--- config.mk ---
export PLATFORM = sky130hd
export DESIGN_NAME = fibo_bcd_converter
export DESIGN_NICKNAME = d
export VERILOG_FILES = /design/src/rtl/fibo_bcd_converter.sv
export SDC_FILE = /design/constraint.sdc
export NUM_CORES = 1
export LEC_CHECK = 0
export CORE_UTILIZATION = 48
export DETAILED_ROUTE_END_ITERATION = 10
export PLACE_DENSITY_LB_ADDON = 0.15
export SETUP_SLACK_MARGIN = 0.1
export SLEW_MARGIN = 5
export SYNTH_ARGS = -nofsm -noshare
export SYNTH_HDL_FRONTEND = slang
export SYNTH_SLANG_ARGS = --single-unit
--- constraint.sdc ---
create_clock -name i_clk -period 1.5 [get_ports i_clk]
set_clock_uncertainty 0.1 [all_clocks]
set_input_delay 0.15 -clock i_clk [delete_from_list [all_inputs] [get_ports i_clk]]
set_output_delay 0.15 -clock i_clk [all_outputs]
set_load 0.03 [all_outputs]
--- src/rtl/fibo_bcd_converter.sv ---
// Binary-to-BCD converter for 16-bit Fibonacci results (double-dabble, one bit per cycle).
// Fixed 17-edge latency from load to a one-cycle bcd_valid pulse; loads during a conversion are dropped.
module fibo_bcd_converter #(
   parameter logic BLANK_ZEROS = 1'b1
) (
   input  logic        i_clk,
   input  logic        i_reset,
   input  logic [15:0] i_fibo_in,
   input  logic        i_load,
   output logic        o_busy,
   output logic [19:0] o_bcd_out,
   output logic [4:0]  o_digit_en,
   output logic        o_bcd_valid
);

   typedef enum logic [1:0] {
      S_IDLE    = 2'd0,
      S_CONVERT = 2'd1,
      S_OUTPUT  = 2'd2
   } state_t;

   state_t      r_state;
   state_t      w_next_state;
   logic [15:0] r_shift;
   logic [19:0] r_scratch;
   logic [3:0]  r_count;
   logic [19:0] r_bcd_out;
   logic [4:0]  r_digit_en;
   logic        r_bcd_valid;
   logic [19:0] w_adj;

   // Digits are corrected independently; a digit <= 9 plus 3 never exceeds 4 bits.
   function automatic logic [19:0] add3_digits(input logic [19:0] d);
      logic [19:0] r;
      r = d;
      for (int i = 0; i < 5; i++) begin
         if (d[4*i +: 4] >= 4'd5) begin
            r[4*i +: 4] = d[4*i +: 4] + 4'd3;
         end else begin
            r[4*i +: 4] = d[4*i +: 4];
         end
      end
      return r;
   endfunction

   function automatic logic [4:0] digit_enable(input logic [19:0] b);
      logic [4:0] en;
      if (BLANK_ZEROS) begin
         en[4] = (b[19:16] != 4'd0);
         en[3] = en[4] | (b[15:12] != 4'd0);
         en[2] = en[3] | (b[11:8]  != 4'd0);
         en[1] = en[2] | (b[7:4]   != 4'd0);
         en[0] = 1'b1;
      end else begin
         en = 5'b11111;
      end
      return en;
   endfunction

   // State register.
   always_ff @(posedge i_clk) begin
      if (i_reset) begin
         r_state <= S_IDLE;
      end else begin
         r_state <= w_next_state;
      end
   end

   // Next-state decode and the add-3 correction of the current scratch.
   always_comb begin
      w_next_state = r_state;
      w_adj        = add3_digits(r_scratch);
      case (r_state)
         S_IDLE: begin
            if (i_load) begin
               w_next_state = S_CONVERT;
            end else begin
               w_next_state = S_IDLE;
            end
         end
         S_CONVERT: begin
            if (r_count == 4'd15) begin
               w_next_state = S_OUTPUT;
            end else begin
               w_next_state = S_CONVERT;
            end
         end
         S_OUTPUT: w_next_state = S_IDLE;
         default:  w_next_state = S_IDLE;
      endcase
   end

   // Datapath: capture, shift/correct, and publish the result.
   always_ff @(posedge i_clk) begin
      if (i_reset) begin
         r_shift     <= 16'd0;
         r_scratch   <= 20'd0;
         r_count     <= 4'd0;
         r_bcd_out   <= 20'h00000;
         r_digit_en  <= 5'b00001;
         r_bcd_valid <= 1'b0;
      end else begin
         r_bcd_valid <= 1'b0;
         case (r_state)
            S_IDLE: begin
               if (i_load) begin
                  r_shift   <= i_fibo_in;
                  r_scratch <= 20'd0;
                  r_count   <= 4'd0;
               end
            end
            S_CONVERT: begin
               {r_scratch, r_shift} <= {w_adj[18:0], r_shift, 1'b0};
               r_count              <= r_count + 4'd1;
            end
            S_OUTPUT: begin
               r_bcd_out   <= r_scratch;
               r_digit_en  <= digit_enable(r_scratch);
               r_bcd_valid <= 1'b1;
            end
            default: begin
               r_bcd_valid <= 1'b0;
            end
         endcase
      end
   end

   assign o_busy      = (r_state != S_IDLE);
   assign o_bcd_out   = r_bcd_out;
   assign o_digit_en  = r_digit_en;
   assign o_bcd_valid = r_bcd_valid;

endmodule

==> impl_results.md <==
* Status: finished, final reports clean
* CP max stage cell: or4b_4
* Tcrit/Tclk final at a little under 100%
* Post-synthesis mux area share at 1.69%
* Synthesized net count at 371
* Die Ht at between 80 and 90 um
* Synth Area in Adders at under 10%
* # port buffers at 44
* Layout cell share with drive strength beyond 1 at approximately a third
* Leakage power at a little under 2 nW
* Final setup viols at 0
* Post-route cell area at approximately 4500 um^2
* Number of global-route vias before repair at 2562
* Largest family of logic cells by synthesized area: compound AO/OA/AOI/OAI gates
* NetSw at about 1.0 mW
* Sw Ratio at 25.4%
* Clk_lat worst skew at ~0.36 ns
* Worst EP required at roughly 1.7 ns
* Overall power at roughly 4.0 mW
* Post-DP Area at around 3800 um^2
* Sink Count at 67
* Initial core utilization at between 40% and 50%
* VDD IR max at just under 1 mV
* Maximum clock rate at 0.673 GHz
* Final Hold Viols at 0
* Die area at 6500 um^2
* Synthesis warning total at 0
* Final ANT Viol Nets at 0
* CP startpoint kind: flop
* CP Max Fanout at 4
* Critical path capture point type: flop
* Synth Area in Compound Gates at 20.0%
* Seq/Total Area, Yosys at a little under half
* Xor-xnor portion of the synthesized cell area at around 1.8%
* Logic pwr share at between 10% and 20%
* CP bufs+invs at 1
* Post-synth cell types at 40
* DRC viols at 0
* TritonCTS buffer count at 9
* Vias at between 2k and 3k
* DR WL/cell at 15.9 um
* Syn Area/Cell at 8.80 um^2
* Top Family by Delay on Critical Path: simple AND/OR/NAND/NOR gates
* Vias/cell at 5.46
* WP data arrival at 1.68 ns
* Nets at approximately 470
* Clk buf depth at 2
* Pwr dens at 893 nW/um^2
* CTS tree: yes
* Drt first pass iters at 4
* Tmin final at between 1 and 1.5 ns
* Antenna Cells at 0
* Core area at 5960 um^2
* Max-slew violation count at 0
* Int Power at around 3 mW
* Die width at just over 80 um
* Clock power share at between 40% and 50%
* Clock root buffer: clkbuf_8
* Seq pwr share at approximately 46%
* Initial DRC Count at 130
* First-pass GRT wire length at ~12000 um
* Synth Instances at roughly 340
* Cell Area, Synth at roughly 3000 um^2
* Placer Congestion at ~0.81
* Initial antenna violation count at 0
* Register bit total from synthesis at 67
* Slowest cell delay on critical path at between 0.4 and 0.5 ns
* RSZ-0062 raised after global routing: true
* Post-DP HPWL at roughly 4800 um
* Simple-Gate Fraction of Synth Area at 18.9%
* Worst-path clk slew at roughly 0.080 ns
* Hold WC Path Type: input pin to flop
* Global route overflow at 0
* Cell Chain, Critical Path: inv_2 -> ha_1 -> nand2b_4 -> or4b_4 -> a21oi_2
* Kind of critical path: flop to flop
* Largest net degree at the start of global routing at 25
* Total wire length at about 8000 um
* Number of cell rows at 28
* Area Growth Syn to Fin at 52.0%
* Total of max-cap violations at 0
* Htree depth at 3
* Gr usage total at between 20% and 30%
* # IOs at 46
[metal layers]
| metal | part of all wire [%] | track usage [%] | vias to the layer above |
|---|---|---|---|
| li1 | - | - | 1365 |
| met1 | 43 | 29.8 | 1343 |
| met2 | 50 | 41.9 | 67 |
| met3 | 3.4 | 6.02 | 22 |
| met4 | 3.0 | 12.1 | 0 |
| met5 | 0 | 0 | - |
[flip-flops by register name, indices dropped and copies added, names as in the netlist]
| signal | count |
|---|---|
| r_count | 4 |
| r_state | 2 |
| o_bcd_out | 20 |
| o_digit_en | 4 |
| r_shift | 16 |
| o_bcd_valid | 1 |
| r_scratch | 20 |
[cells in the mapped netlist, drive strengths merged]
| library cell | n | area share, % |
|---|---|---|
| a211oi | 3 | 0.76 |
| a21o | 2 | 0.51 |
| a21oi | 39 | 6.6 |
| a222oi | 5 | 1.7 |
| a22o | 16 | 4.7 |
| a2bb2oi | 3 | 0.89 |
| a311oi | 1 | 0.51 |
| a32oi | 1 | 0.30 |
| and3 | 5 | 1.1 |
| and4 | 1 | 0.30 |
| buf | 13 | 3.0 |
| clkbuf | 7 | 0.89 |
| conb | 1 | 0.13 |
| dfxtp | 67 | 45 |
| ha | 15 | 6.3 |
| inv | 17 | 2.2 |
| mux2i | 5 | 1.7 |
| nand2 | 47 | 5.9 |
| nand2b | 9 | 2.4 |
| nand3 | 7 | 1.2 |
| nor2 | 29 | 4.1 |
| nor3 | 12 | 2.0 |
| nor3b | 2 | 0.51 |
| nor4b | 1 | 0.80 |
| o211ai | 1 | 0.25 |
| o21ai | 15 | 2.5 |
| o21ba | 1 | 0.34 |
| o21bai | 1 | 0.25 |
| o22ai | 2 | 0.42 |
| o31ai | 1 | 0.25 |
| or2 | 1 | 0.21 |
| or4b | 1 | 0.34 |
| xnor2 | 5 | 1.5 |
| xor2 | 1 | 0.30 |
[tightest hold or removal path, cell delays in order]
cell	delay [ns]
clkdlybuf4s50_1	0.45
a222oi_1	0.08
inv_1	0.05
[final timing paths]
path | cells after the start | slack (ns) | from | end
worst max-delay path | 5 | 0.01 | r_scratch[9] | r_scratch[12]
worst max register to register | 5 | 0.01 | r_scratch[9] | r_scratch[12]
worst min-delay path | 3 | 0.31 | i_fibo_in[12] | r_shift[12]
worst min register to register | 2 | 0.35 | o_bcd_out[12] | o_bcd_out[12]
[cells by family (layout without fill, tap and decap cells)]
| logic type | count (synthesis) | count (layout) |
|---|---|---|
| compound gates | 91 | 91 |
| buf+inv | 37 | 136 |
| simple gates | 115 | 116 |
| other cells | 1 | 1 |
| mux | 5 | 5 |
| flops | 67 | 67 |
| fa+ha+maj | 15 | 15 |
| xor+xnor | 6 | 6 |
[metrics by stage]
step	worst slack (ns)	instances	hold WS, ns	utilization [%]	TNS [ns]
CTS	0.0201	508	0.300	70.7	0
detailed placement	-0.244	478	0.347	63.1	-4.48
global placement	-0.165	478	0.340	63.1	-3.03
floorplan	0.0790	337	0.175	-	0
global route	-0.0271	512	0.309	75.7	-0.0572
finish	0.0137	512	0.306	75.7	0
[final cells by class]
cell class                      count  area [um^2]
Multi-Input combinational cell    234         1780
Fill cell                         449         1450
Sequential cell                    67         1360
Timing Repair Buffer              103          985
Clock buffer                       12          165
Tap cell                           75         93.8
Inverter                           17         73.8
Clock inverter                      4         47.5
[power groups by stage]
stage          Clock [mW]  Sequential (mW)  Combinational, mW
2_1_floorplan           0             1.89              0.207
3_3_place_gp            0             1.90              0.362
3_5_place_dp            0             1.90              0.367
4_1_cts              1.63             1.85              0.462
5_1_grt              1.70             1.87              0.563
6_report             1.63             1.86              0.529
[cells in the final DEF (no fill, tap or decap), types with 8 or more instances in the layout]
master	synthesis	routed
nand2b_4	2	8
inv_1	17	8
nand2_1	47	43
clkdlybuf4s50_1	0	18
dfxtp_1	67	57
dfxtp_2	0	8
dlygate4sd2_1	0	24
clkbuf_8	0	12
nor2_1	26	22
a21oi_1	39	32
buf_4	2	37
a22o_1	16	16
buf_6	3	17
[repair_timing]
action,CTS,global route
hold endpoints to repair,0,0
setup buffers,12,5
resized for setup,70,67
gates cloned,2,0
pin swaps,23,32
setup endpoints to repair,58,43
hold buffers,0,0
Note: power is estimated with default switching activity, not from simulation.
